**src/rtl/fire_codec_arbiter.sv**
```systemverilog
// rtl/fire_codec_arbiter.sv - two-requester round-robin arbiter in front of a single encode/decode codec
//
// Grants one of two requesters, issues a one-cycle encode/decode command to the codec,
// waits for completion and returns the result as a one-cycle response to the winner.
// Optional feature macro: FIRE_ARB_TIMEOUT_EN (BUSY watchdog, ABORT state, cdc_rst pulse).
//
// Ports:
//   clk, rst                 clock, synchronous active-high reset
//   req[1:0]                 per-requester request
//   req_mode[1:0]            per-requester operation (0 encode, 1 decode)
//   req_data[2*N-1:0]        per-requester word, requester i at [i*N +: N]
//   gnt[1:0]                 one-cycle grant pulse
//   rsp_valid[1:0]           one-cycle response pulse to the granted requester
//   rsp_data[N-1:0]          result word, zero when no response
//   rsp_err                  abort flag, qualified by rsp_valid
//   busy                     high outside IDLE
//   cdc_mode[2:0]            codec command (000 idle, 001 encode, 010 decode)
//   cdc_data[N-1:0]          codec input word
//   cdc_done, cdc_result     codec completion pulse and result
//   cdc_rst                  one-cycle codec abort reset
module fire_codec_arbiter #(
   parameter int N       = 64,
   parameter int TIMEOUT = 8191
) (
   input  logic           clk,
   input  logic           rst,
   input  logic [1:0]     req,
   input  logic [1:0]     req_mode,
   input  logic [2*N-1:0] req_data,
   output logic [1:0]     gnt,
   output logic [1:0]     rsp_valid,
   output logic [N-1:0]   rsp_data,
   output logic           rsp_err,
   output logic           busy,
   output logic [2:0]     cdc_mode,
   output logic [N-1:0]   cdc_data,
   input  logic           cdc_done,
   input  logic [N-1:0]   cdc_result,
   output logic           cdc_rst
);

`ifdef FIRE_ARB_TIMEOUT_EN
   typedef enum logic [2:0] {S_IDLE, S_ISSUE, S_BUSY, S_RESP, S_ABORT} state_t;
`else
   typedef enum logic [1:0] {S_IDLE, S_ISSUE, S_BUSY, S_RESP} state_t;
`endif

   state_t       r_state;
   state_t       w_next;
   logic         r_last;
   logic         r_sel;
   logic         r_mode;
   logic [N-1:0] r_data;
   logic [N-1:0] r_result;
   logic         w_sel;
   logic         w_grant;
`ifdef FIRE_ARB_TIMEOUT_EN
   logic         r_err;
   logic [12:0]  r_cnt;
`endif

   // On a tie the requester that did not win last time is chosen.
   assign w_sel = (req == 2'b11) ? ~r_last : req[1];

   always_comb begin
      w_next    = r_state;
      w_grant   = 1'b0;
      gnt       = 2'b00;
      rsp_valid = 2'b00;
      rsp_data  = '0;
      rsp_err   = 1'b0;
      busy      = 1'b0;
      cdc_mode  = 3'b000;
      cdc_data  = '0;
      cdc_rst   = 1'b0;
      // Outputs are forced low combinationally while rst is high, not only after the edge.
      if (!rst) begin
         case (r_state)
            S_IDLE: begin
               if (req != 2'b00) begin
                  w_grant    = 1'b1;
                  gnt[w_sel] = 1'b1;
                  w_next     = S_ISSUE;
               end
            end
            S_ISSUE: begin
               busy     = 1'b1;
               cdc_mode = r_mode ? 3'b010 : 3'b001;
               cdc_data = r_data;
               w_next   = S_BUSY;
            end
            S_BUSY: begin
               busy     = 1'b1;
               cdc_data = r_data;
               if (cdc_done) begin
                  w_next = S_RESP;
               end
`ifdef FIRE_ARB_TIMEOUT_EN
               // r_cnt counts BUSY cycles already completed; this is the TIMEOUT-th one.
               else if (r_cnt == 13'(TIMEOUT - 1)) begin
                  w_next = S_ABORT;
               end
`endif
            end
`ifdef FIRE_ARB_TIMEOUT_EN
            S_ABORT: begin
               busy    = 1'b1;
               cdc_rst = 1'b1;
               w_next  = S_RESP;
            end
`endif
            S_RESP: begin
               busy             = 1'b1;
               rsp_valid[r_sel] = 1'b1;
               rsp_data         = r_result;
`ifdef FIRE_ARB_TIMEOUT_EN
               rsp_err          = r_err;
`endif
               w_next           = S_IDLE;
            end
            default: w_next = S_IDLE;
         endcase
      end
   end

   always_ff @(posedge clk) begin
      if (rst) begin
         r_state  <= S_IDLE;
         r_last   <= 1'b1;
         r_sel    <= 1'b0;
         r_mode   <= 1'b0;
         r_data   <= '0;
         r_result <= '0;
`ifdef FIRE_ARB_TIMEOUT_EN
         r_err    <= 1'b0;
         r_cnt    <= '0;
`endif
      end else begin
         r_state <= w_next;
         if (w_grant) begin
            r_last   <= w_sel;
            r_sel    <= w_sel;
            r_mode   <= w_sel ? req_mode[1] : req_mode[0];
            r_data   <= w_sel ? req_data[2*N-1:N] : req_data[N-1:0];
            r_result <= '0;
`ifdef FIRE_ARB_TIMEOUT_EN
            r_err    <= 1'b0;
`endif
         end
         if (r_state == S_BUSY && cdc_done) begin
            r_result <= cdc_result;
         end
`ifdef FIRE_ARB_TIMEOUT_EN
         if (r_state == S_ISSUE) begin
            r_cnt <= '0;
         end else if (r_state == S_BUSY) begin
            r_cnt <= r_cnt + 13'd1;
         end
         if (r_state == S_ABORT) begin
            r_result <= '0;
            r_err    <= 1'b1;
         end
`endif
      end
   end

endmodule

```
**config.mk**
```make
export PLATFORM = sky130hd
export DESIGN_NAME = fire_codec_arbiter
export DESIGN_NICKNAME = d
export VERILOG_FILES = /design/src/rtl/fire_codec_arbiter.sv
export SDC_FILE = /design/constraint.sdc
export NUM_CORES = 1
export LEC_CHECK = 0
export CAP_MARGIN = 20
export CORE_MARGIN = 3
export CORE_UTILIZATION = 40
export DETAILED_ROUTE_END_ITERATION = 8
export MAX_ROUTING_LAYER = met4
export PLACE_DENSITY_LB_ADDON = 0.2
export SYNTH_ARGS = -nofsm -noshare
export SYNTH_HDL_FRONTEND = slang
export SYNTH_SLANG_ARGS = --single-unit
```
**constraint.sdc**
```tcl
create_clock -name clk -period 2.2 [get_ports clk]
set_clock_uncertainty 0.05 [all_clocks]
set_input_delay 0.55 -clock clk [delete_from_list [all_inputs] [get_ports clk]]
set_output_delay 0.55 -clock clk [all_outputs]
set_load 0.01 [all_outputs]
```
==> results by stage, run 1 <==
Routing:
- The post-route antenna net violation count is 0.
- In the final routed layout, each cell accounts on average for roughly 18 µm.
- In the routed layout, each cell is associated on average with a via count of between 5 and 6.
- In this run, the number of DRC markers left after iteration 0 of detailed routing was approximately 460.
- For this run, the detailed router's first-pass iteration total came to 6.
- The total vias in the final route is around 6,600.
- The number of remaining DRC errors is 0.
- The total routed wirelength is roughly 24,000 µm.

Global route:
- The global-route wire length before repair is around 35,000 µm.
- Entering global routing, the biggest net connects 85 pins.
- Summed over all layers, the global routing overflow is 0.
- The initial antenna violation count is 1.
- The total global-route track usage is 25.66%.
- The via count of the first global-routing pass was between 6,000 and 7,000.

Clocking:
- The number of clock sinks is between 100 and 150.
- The CTS buffer count is 17.
- The TritonCTS clock tree is built.
- CTS built an H-tree with a depth of 4.
- Clock-pin slew was measured on the worst setup and hold paths at 60 ps.
- The number of buffers inserted by hold repair at cts is 0.
- The longest clock path from root to sink contains 2 buffers.
- The later-pin clock latency in the skew report is 410 ps.
- The clock root buffer is sky130_fd_sc_hd__clkbuf_16.

STA:
- The final setup violation count is 130.
- The worst pin sits at a relative slew slack of a little under half.
- Of the available clock period, the critical path in the final layout requires 118.2%.
- The final-report hold violation count came to 0.
- Setup slack on the critical path of the routed design comes to -400.9 ps.
- At the pin with the least slew margin, the transition time is 822.9 ps.
- After routing, the total negative slack on setup checks comes to -29,740 ps.
- Setup repair after global routing could not meet its margin everywhere.
- The number of max-slew violations in the final report came to 0.
- Derived from the worst setup path, the maximum achievable clock frequency is 384.5 MHz.
- The worst hold margin is between 400 and 500 ps.
- The smallest clock period supported by the final layout is computed as 2601 ps.

Die:
- In this run the standard cell core region covers around 0.015 mm².
- The chip width is 131.4 µm.
- The number of primary I/O pins is 337.
- The floorplan has 45 rows.
- The die boundary height is 131.4 µm.
- The floorplan step defined a die boundary enclosing 0.01726 mm².
- The starting density of the core is between 40% and 50%.

Power and ir drop:
- In this run the static leakage power is between 4 and 5 nW.
- IR analysis of the VDD net gives a maximum drop of between 0.0007 and 0.0008 V.
- For this design the ratio of total power to cell area is between 900 and 1000 mW/mm².
- The internal power of the cells totals roughly 0.0074 W.
- Registers are responsible for between 20 and 30% of the overall power.
- In this run the power spent charging and discharging nets is 0.003238 W.
- The net switching fraction of the power is 30.41%.
- The clock network accounts for roughly 29% of the total power.
- The part of the total power dissipated in combinational logic is around 42%.

Hold path:
- The worst hold path begins at r_result[17]$_SDFFE_PP0P_.
- The number of cells on the worst hold path is 2.
- In this run the worst hold path is classified as flip-flop to flip-flop.
- The terminating pin of the worst hold path is r_result[17]$_SDFFE_PP0P_.

Synth:
- The share of the yosys chip area belonging to registers is between 40% and 50%.
- The count of mapped cells out of synthesis is roughly 690.
- The average instance in the mapped netlist occupies about 9 µm².
- The cell area that synthesis handed to floorplanning was approximately 0.0063 mm².
- The post-synthesis sequential element count is 133.
- The number of warnings printed during yosys synthesis is 0.
- The number of different library cells used by synthesis comes to 28.

Run status:
- The final reports fail on negative setup slack.
- The run finished, with violations left.

Setup path:
- The element type at the critical path end is an output pin.
- The required time reported for the critical path endpoint is approximately 1600 ps.
- The cell depth of the worst flop-to-flop path is 7.
- The most frequent cell on the critical path is sky130_fd_sc_hd__buf_6.
- The type of the setup path with the least slack is flip-flop to output pin.
- On the critical path the largest part of the delay comes from buffers and inverters.
- The capture instance of the worst register-to-register path is r_data[31]$_SDFFE_PP0P_.
- Of all nets on the critical path, the largest fanout is 5.
- The highest cell delay on the worst timing path is approximately 350 ps.
- The number of buffer and inverter instances along the worst setup path is 7.
- Walking the worst path, the cells encountered are buf_6 > inv_4 > ha_4 > nor2b_4 > buf_6 > buf_16 > buf_8 > buf_6 > and2_4 > buf_6.
- The element type at the critical path start is a flip-flop.
- The startpoint identified for the worst register-to-register timing path is r_state[1]$_SDFFE_PP0P_.
- The signal arrival time at the worst endpoint is roughly 2000 ps.
- On the critical path, the stage with the largest delay is an instance of sky130_fd_sc_hd__dfxtp_2.
- Across all register-to-register paths, the minimum setup slack is approximately 160 ps.

Final layout:
- The share of layout cells above drive strength 1 is around a third.
- The post-layout net count is about 1,300.
- The top cell types in the final layout, fill and taps aside, are sky130_fd_sc_hd__clkdlybuf4s50_1 (196), sky130_fd_sc_hd__buf_6 (139), sky130_fd_sc_hd__dfxtp_1 (131).
- The layout overhead on the synthesized area is 84.48%.
- The finished layout holds roughly 1,300 standard cells, fillers aside.
- The most common cell after layout, fill and taps aside is sky130_fd_sc_hd__clkdlybuf4s50_1.

Placement:
- The final weighted congestion in routability-driven placement is approximately 0.80.
- Counting tap cells, the placed design contains a total of around 1,200 instances.
- The half-perimeter wire length of the detailed placement result is 14,130 µm.
- The count of buffers inserted at the top-level ports is around 330.

Run:
- Max-cap violations in this run came to 0.
## worst max path at each step
| stage | slack (ps) | cells past startpoint | endpoint | start |
|---|---|---|---|---|
| after detailed placement | -390 | 4 | gnt[1] | req[1] |
| after floorplan | 130 | 6 | cdc_data[0] | r_state[0]$_SDFFE_PP0P_ |
| final | -400 | 10 | cdc_data[17] | r_state[0]$_SDFFE_PP0P_ |
| after global placement | -390 | 4 | gnt[1] | req[1] |
| after CTS | -460 | 6 | rsp_valid[0] | r_state[0]$_SDFFE_PP0P_ |
| after global routing | -490 | 10 | cdc_data[17] | r_state[0]$_SDFFE_PP0P_ |
## what timing repair did
item | 4_1_cts | 5_1_grt
setup buffers | 30 | 18
endpoints found under the setup margin | 135 | 135
resized for setup | 508 | 305
cloned | 9 | 8
pin swaps | 6 | 87
## final cells by class
class	count	area, µm²
Antenna cell	1	2.502
Clock buffer	20	466.7
Clock inverter	12	176.4
Fill cell	1118	3714
Inverter	3	16.27
Multi-Input combinational cell	486	3597
Sequential cell	133	2665
Tap cell	211	264.0
Timing Repair Buffer	412	4413
## cells in the mapped netlist
| master | number | area [µm²] |
|---|---|---|
| sky130_fd_sc_hd__dfxtp_1 | 133 | 2663 |
| sky130_fd_sc_hd__and2_1 | 130 | 813.3 |
| sky130_fd_sc_hd__nand2_1 | 68 | 255.2 |
| sky130_fd_sc_hd__a21oi_1 | 66 | 330.3 |
| sky130_fd_sc_hd__nor3b_1 | 66 | 495.5 |
| sky130_fd_sc_hd__a221o_1 | 65 | 650.6 |
| sky130_fd_sc_hd__nand3b_1 | 64 | 480.5 |
| sky130_fd_sc_hd__clkbuf_1 | 31 | 116.4 |
| sky130_fd_sc_hd__buf_2 | 26 | 130.1 |
| sky130_fd_sc_hd__buf_4 | 7 | 52.55 |
| sky130_fd_sc_hd__buf_6 | 7 | 78.83 |
| sky130_fd_sc_hd__ha_1 | 5 | 62.56 |
| sky130_fd_sc_hd__nor2_1 | 4 | 15.01 |
| sky130_fd_sc_hd__inv_1 | 3 | 11.26 |
| sky130_fd_sc_hd__nor2b_1 | 3 | 18.77 |
| sky130_fd_sc_hd__buf_1 | 2 | 7.510 |
| sky130_fd_sc_hd__o21a_1 | 2 | 15.01 |
| sky130_fd_sc_hd__a211o_1 | 1 | 8.760 |
| sky130_fd_sc_hd__a21boi_1 | 1 | 7.510 |
| sky130_fd_sc_hd__and2b_1 | 1 | 7.510 |
| sky130_fd_sc_hd__and3b_1 | 1 | 8.760 |
| sky130_fd_sc_hd__conb_1 | 1 | 3.750 |
| sky130_fd_sc_hd__mux2_2 | 1 | 11.26 |
| sky130_fd_sc_hd__nand3_1 | 1 | 5.000 |
| sky130_fd_sc_hd__nor3_2 | 1 | 10.01 |
| sky130_fd_sc_hd__nor3b_2 | 1 | 12.51 |
| sky130_fd_sc_hd__o21ai_2 | 1 | 8.760 |
| sky130_fd_sc_hd__or3b_1 | 1 | 8.760 |
## state kept, by name, summed over array words and instances (netlist names)
register  count
r_last        1
r_state       2
r_mode        1
r_sel         1
r_data       64
r_result     64
## power groups by stage
| stage | sequential, W | clock, W | combinational (W) |
|---|---|---|---|
| after floorplan | 0.00303 | 0 | 0.00178 |
| after detailed placement | 0.00308 | 0 | 0.00307 |
| after global placement | 0.00307 | 0 | 0.00306 |
| final | 0.00310 | 0.00306 | 0.00449 |
| after CTS | 0.00305 | 0.00312 | 0.00421 |
| after global routing | 0.00315 | 0.00321 | 0.00479 |
## through the flow
step	area, µm²	setup slack, ps	utilization [%]	total power (W)
finish	11600	-400.9	75.75	0.01065
global route	11600	-487.5	75.75	0.01115
CTS	10830	-461.2	70.74	0.01038
detailed placement	9806	-393.7	64.03	0.006153
global placement	9806	-386.9	64.03	0.006129
floorplan	6296	131.8	-	0.004808
## worst register-to-register path, cell delays in order, from the launching register on
cell,delay [ps]
sky130_fd_sc_hd__dfxtp_2,330
sky130_fd_sc_hd__buf_6,120
sky130_fd_sc_hd__inv_4,50
sky130_fd_sc_hd__ha_4,160
sky130_fd_sc_hd__nand2_4,60
sky130_fd_sc_hd__nor3b_4,260
sky130_fd_sc_hd__buf_4,630
sky130_fd_sc_hd__a221o_1,320
## routing by layer
metal	global-route usage, %	vias up	wire [µm]
met3	6.853	36	1881
met5	-	-	0
met2	43.49	275	12080
met1	29.22	3108	9037
li1	-	3160	-
met4	9.510	0	614
## logic make-up (layout without fill, tap and decap cells)
kind of cell,count (synthesis),after routing,synth area share [%]
compound gates,136,136,16.24
fa+ha+maj,5,5,0.9948
buf+inv,76,447,6.307
flops,133,133,42.34
mux,1,1,0.1791
other cells,1,4,0.05963
simple gates,341,341,33.88
No activity file was read; power rests on OpenSTA's default activity.
==> inputs of run 2 (changes only) <==
Settings changed: MAX_ROUTING_LAYER met4 to unset.
==> results by stage, run 2 (synthesis gave the netlist of run 1 again) <==
Final layout:
- The library cell used most frequently in the layout, excluding fill and tap cells, is sky130_fd_sc_hd__clkdlybuf4s50_1.
- The number of antenna diodes in the final layout is 0.
- The layout overhead on the synthesized area is 84.44%.
- Measured on the finished design, the core utilization comes to 75.74%.
- In the final layout, the registers with the most flip-flops are r_data (64), r_result (64), r_state (2).
- The top cell types in the final layout, fill and taps aside, are sky130_fd_sc_hd__clkdlybuf4s50_1 (196), sky130_fd_sc_hd__buf_6 (139), sky130_fd_sc_hd__dfxtp_1 (131).
- The post-layout net count is 1,257.
- The share of layout cells above drive strength 1 is about a third.

Die:
- Once the floorplan was initialized, standard cells occupied 41.06% of the core.
- In this run the horizontal extent of the chip is 131.4 µm.
- In this run the vertical extent of the chip is about 130 µm.
- 337 I/O pins were placed.
- The die area is 0.01726 mm².
- The standard cell core area is approximately 0.015 mm².
- The number of rows in the core area is 45.

Setup path:
- The register-to-register setup slack is about 160 ps.
- The required time reported for the critical path endpoint is between 1500 and 2000 ps.
- The largest fanout on the critical path is 5.
- In this run the critical register-to-register path is captured at r_data[31]$_SDFFE_PP0P_.
- The worst setup path is of the flip-flop to output pin kind.
- The worst register-to-register path has a depth of 7.
- For the worst setup path, the data arrival time is between 2000 and 2500 ps.
- STA classifies the critical path startpoint as a flip-flop.
- The launch instance of the worst register-to-register path is r_state[1]$_SDFFE_PP0P_.
- The worst setup path is captured at an output pin.

Routing:
- After detailed routing, the number of remaining DRC violations is 0.
- The first detailed-routing pass ran for 5 iterations.
- In the routed layout, each cell is associated on average with a via count of slightly above 5.
- After detailed routing, the average wire length per cell comes to approximately 18 µm.
- The number of design-rule violations left by the first detailed-router iteration is about 440.
- Summing over every cut layer, the via total after detailed routing is 6,561.
- The total routed wirelength is 23,590 µm.
- The post-route antenna net violation count is 0.

Clocking:
- The clock root buffer is sky130_fd_sc_hd__clkbuf_16.
- Clock tree synthesis inserted a total of 17 buffers.
- TritonCTS built the clock tree.
- In this run the deepest clock path goes through 2 buffers.
- The later-pin clock latency in the skew report is roughly 420 ps.
- The register clock-pin slew on the reported worst setup and hold paths is roughly 60 ps.
- The tree built by TritonCTS fans out to roughly 130 sinks.
- The H-tree generated during clock tree synthesis spans 4 levels.

Global route:
- The via count of the first global-routing pass is 6,522.
- The maximum number of pins on one net before global-route repair is 85.
- The first global-routing pass estimated roughly 35,000 µm of wire.
- The initial antenna violation count is 0.
- Global routing used ~25% of the available tracks across all layers.
- Global routing finished with a remaining overflow of 0.

Run status:
- The checks that failed: negative setup slack.
- The flow ran to the end, but the final reports show violations.

Hold path:
- The number of cells on the worst hold path is 2.
- The terminating pin of the worst hold path is r_result[17]$_SDFFE_PP0P_.
- The worst hold path begins at r_result[17]$_SDFFE_PP0P_.
- The class of the tightest hold or removal check is flip-flop to flip-flop.

Placement:
- Detailed placement ended at an HPWL of between 10,000 and 15,000 µm.
- The final weighted congestion in routability-driven placement is between 0.7 and 0.8.
- The count of buffers added on input and output ports is around 330.

Power and ir drop:
- VDD sags by at most 0.0007084 V.
- For this design the ratio of total power to cell area is 918.4 mW/mm².
- The total chip power is roughly 0.011 W.
- In this run the static leakage power is ~4.7 nW.

STA:
- Setup repair after global routing could not meet its margin everywhere.
- Measured against its own limit, the worst slew margin works out to 45.11%.
- The number of max-slew violations in the final report was 0.
- The highest clock frequency the design can meet is roughly 380 MHz.
- The worst path setup slack after routing is -409.3 ps.
- Setup violations remaining at the end of the flow were counted as between 100 and 150.
- The final critical path takes up 118.6% of the cycle.
- The transition time of the tightest slew-check pin is just over 800 ps.
- The final-report hold violation count came to 0.
- The worst path in the final design needs a cycle of 2609 ps, including I/O delays and setup.

Run:
- The number of maximum-capacitance constraint violations is 0.
-- run 2: timing repair --
item,in CTS,in global routing
gates cloned,9,8
hold buffers,0,0
pin swaps,6,87
setup endpoints to repair,135,135
buffers inserted,30,18
resized for setup,508,302
-- run 2: how the worst max path moves through the flow --
stage,slack [ps],startpoint,endpoint,depth (start not counted)
global placement,-390,req[1],gnt[1],4
finish,-410,r_state[0]$_SDFFE_PP0P_,cdc_data[17],10
floorplan,130,r_state[0]$_SDFFE_PP0P_,cdc_data[0],6
CTS,-460,r_state[0]$_SDFFE_PP0P_,rsp_valid[0],6
global route,-490,r_state[0]$_SDFFE_PP0P_,cdc_data[17],10
detailed placement,-390,req[1],gnt[1],4
-- run 2: final cells by class --
| cell class | count | area [µm²] |
|---|---|---|
| Tap cell | 211 | 264.0 |
| Timing Repair Buffer | 412 | 4413 |
| Multi-Input combinational cell | 486 | 3597 |
| Fill cell | 1117 | 3716 |
| Sequential cell | 133 | 2665 |
| Clock buffer | 20 | 466.7 |
| Clock inverter | 12 | 176.4 |
| Inverter | 3 | 16.27 |
-- run 2: stage by stage --
stage	std cells	instance area (µm²)	setup TNS (ps)	hold WS, ps	setup slack, ps
after floorplan	695	6296	0	395.1	131.8
after global placement	1191	9806	-35730	409.7	-386.9
after detailed placement	1191	9806	-36040	415.2	-393.7
after CTS	1262	10830	-37130	425.8	-461.2
after global routing	1277	11600	-39430	446.8	-486.6
final	1277	11600	-30780	426.4	-409.3
-- run 2: worst max-delay path, stage by stage (launching register included) --
cell	delay, ps
sky130_fd_sc_hd__dfxtp_2	350
sky130_fd_sc_hd__buf_6	100
sky130_fd_sc_hd__inv_4	30
sky130_fd_sc_hd__ha_4	250
sky130_fd_sc_hd__nor2b_4	170
sky130_fd_sc_hd__buf_6	150
sky130_fd_sc_hd__buf_16	110
sky130_fd_sc_hd__buf_8	110
sky130_fd_sc_hd__buf_6	90
sky130_fd_sc_hd__and2_4	120
sky130_fd_sc_hd__buf_6	100
-- run 2: power by group --
part | switching [W] | leakage [nW] | internal [W]
clock | 0.00108 | 0.312 | 0.00199
sequential | 0.000228 | 1.09 | 0.00287
combinational | 0.00193 | 3.25 | 0.00255
-- run 2: routing by layer --
layer	global-route usage (%)	vias to the layer above	share of wire, %
met5	0	-	0
met4	9.568	0	2.8
met3	8.461	37	8.5
met2	43.35	284	51
met1	28.24	3085	38
li1	-	3155	-
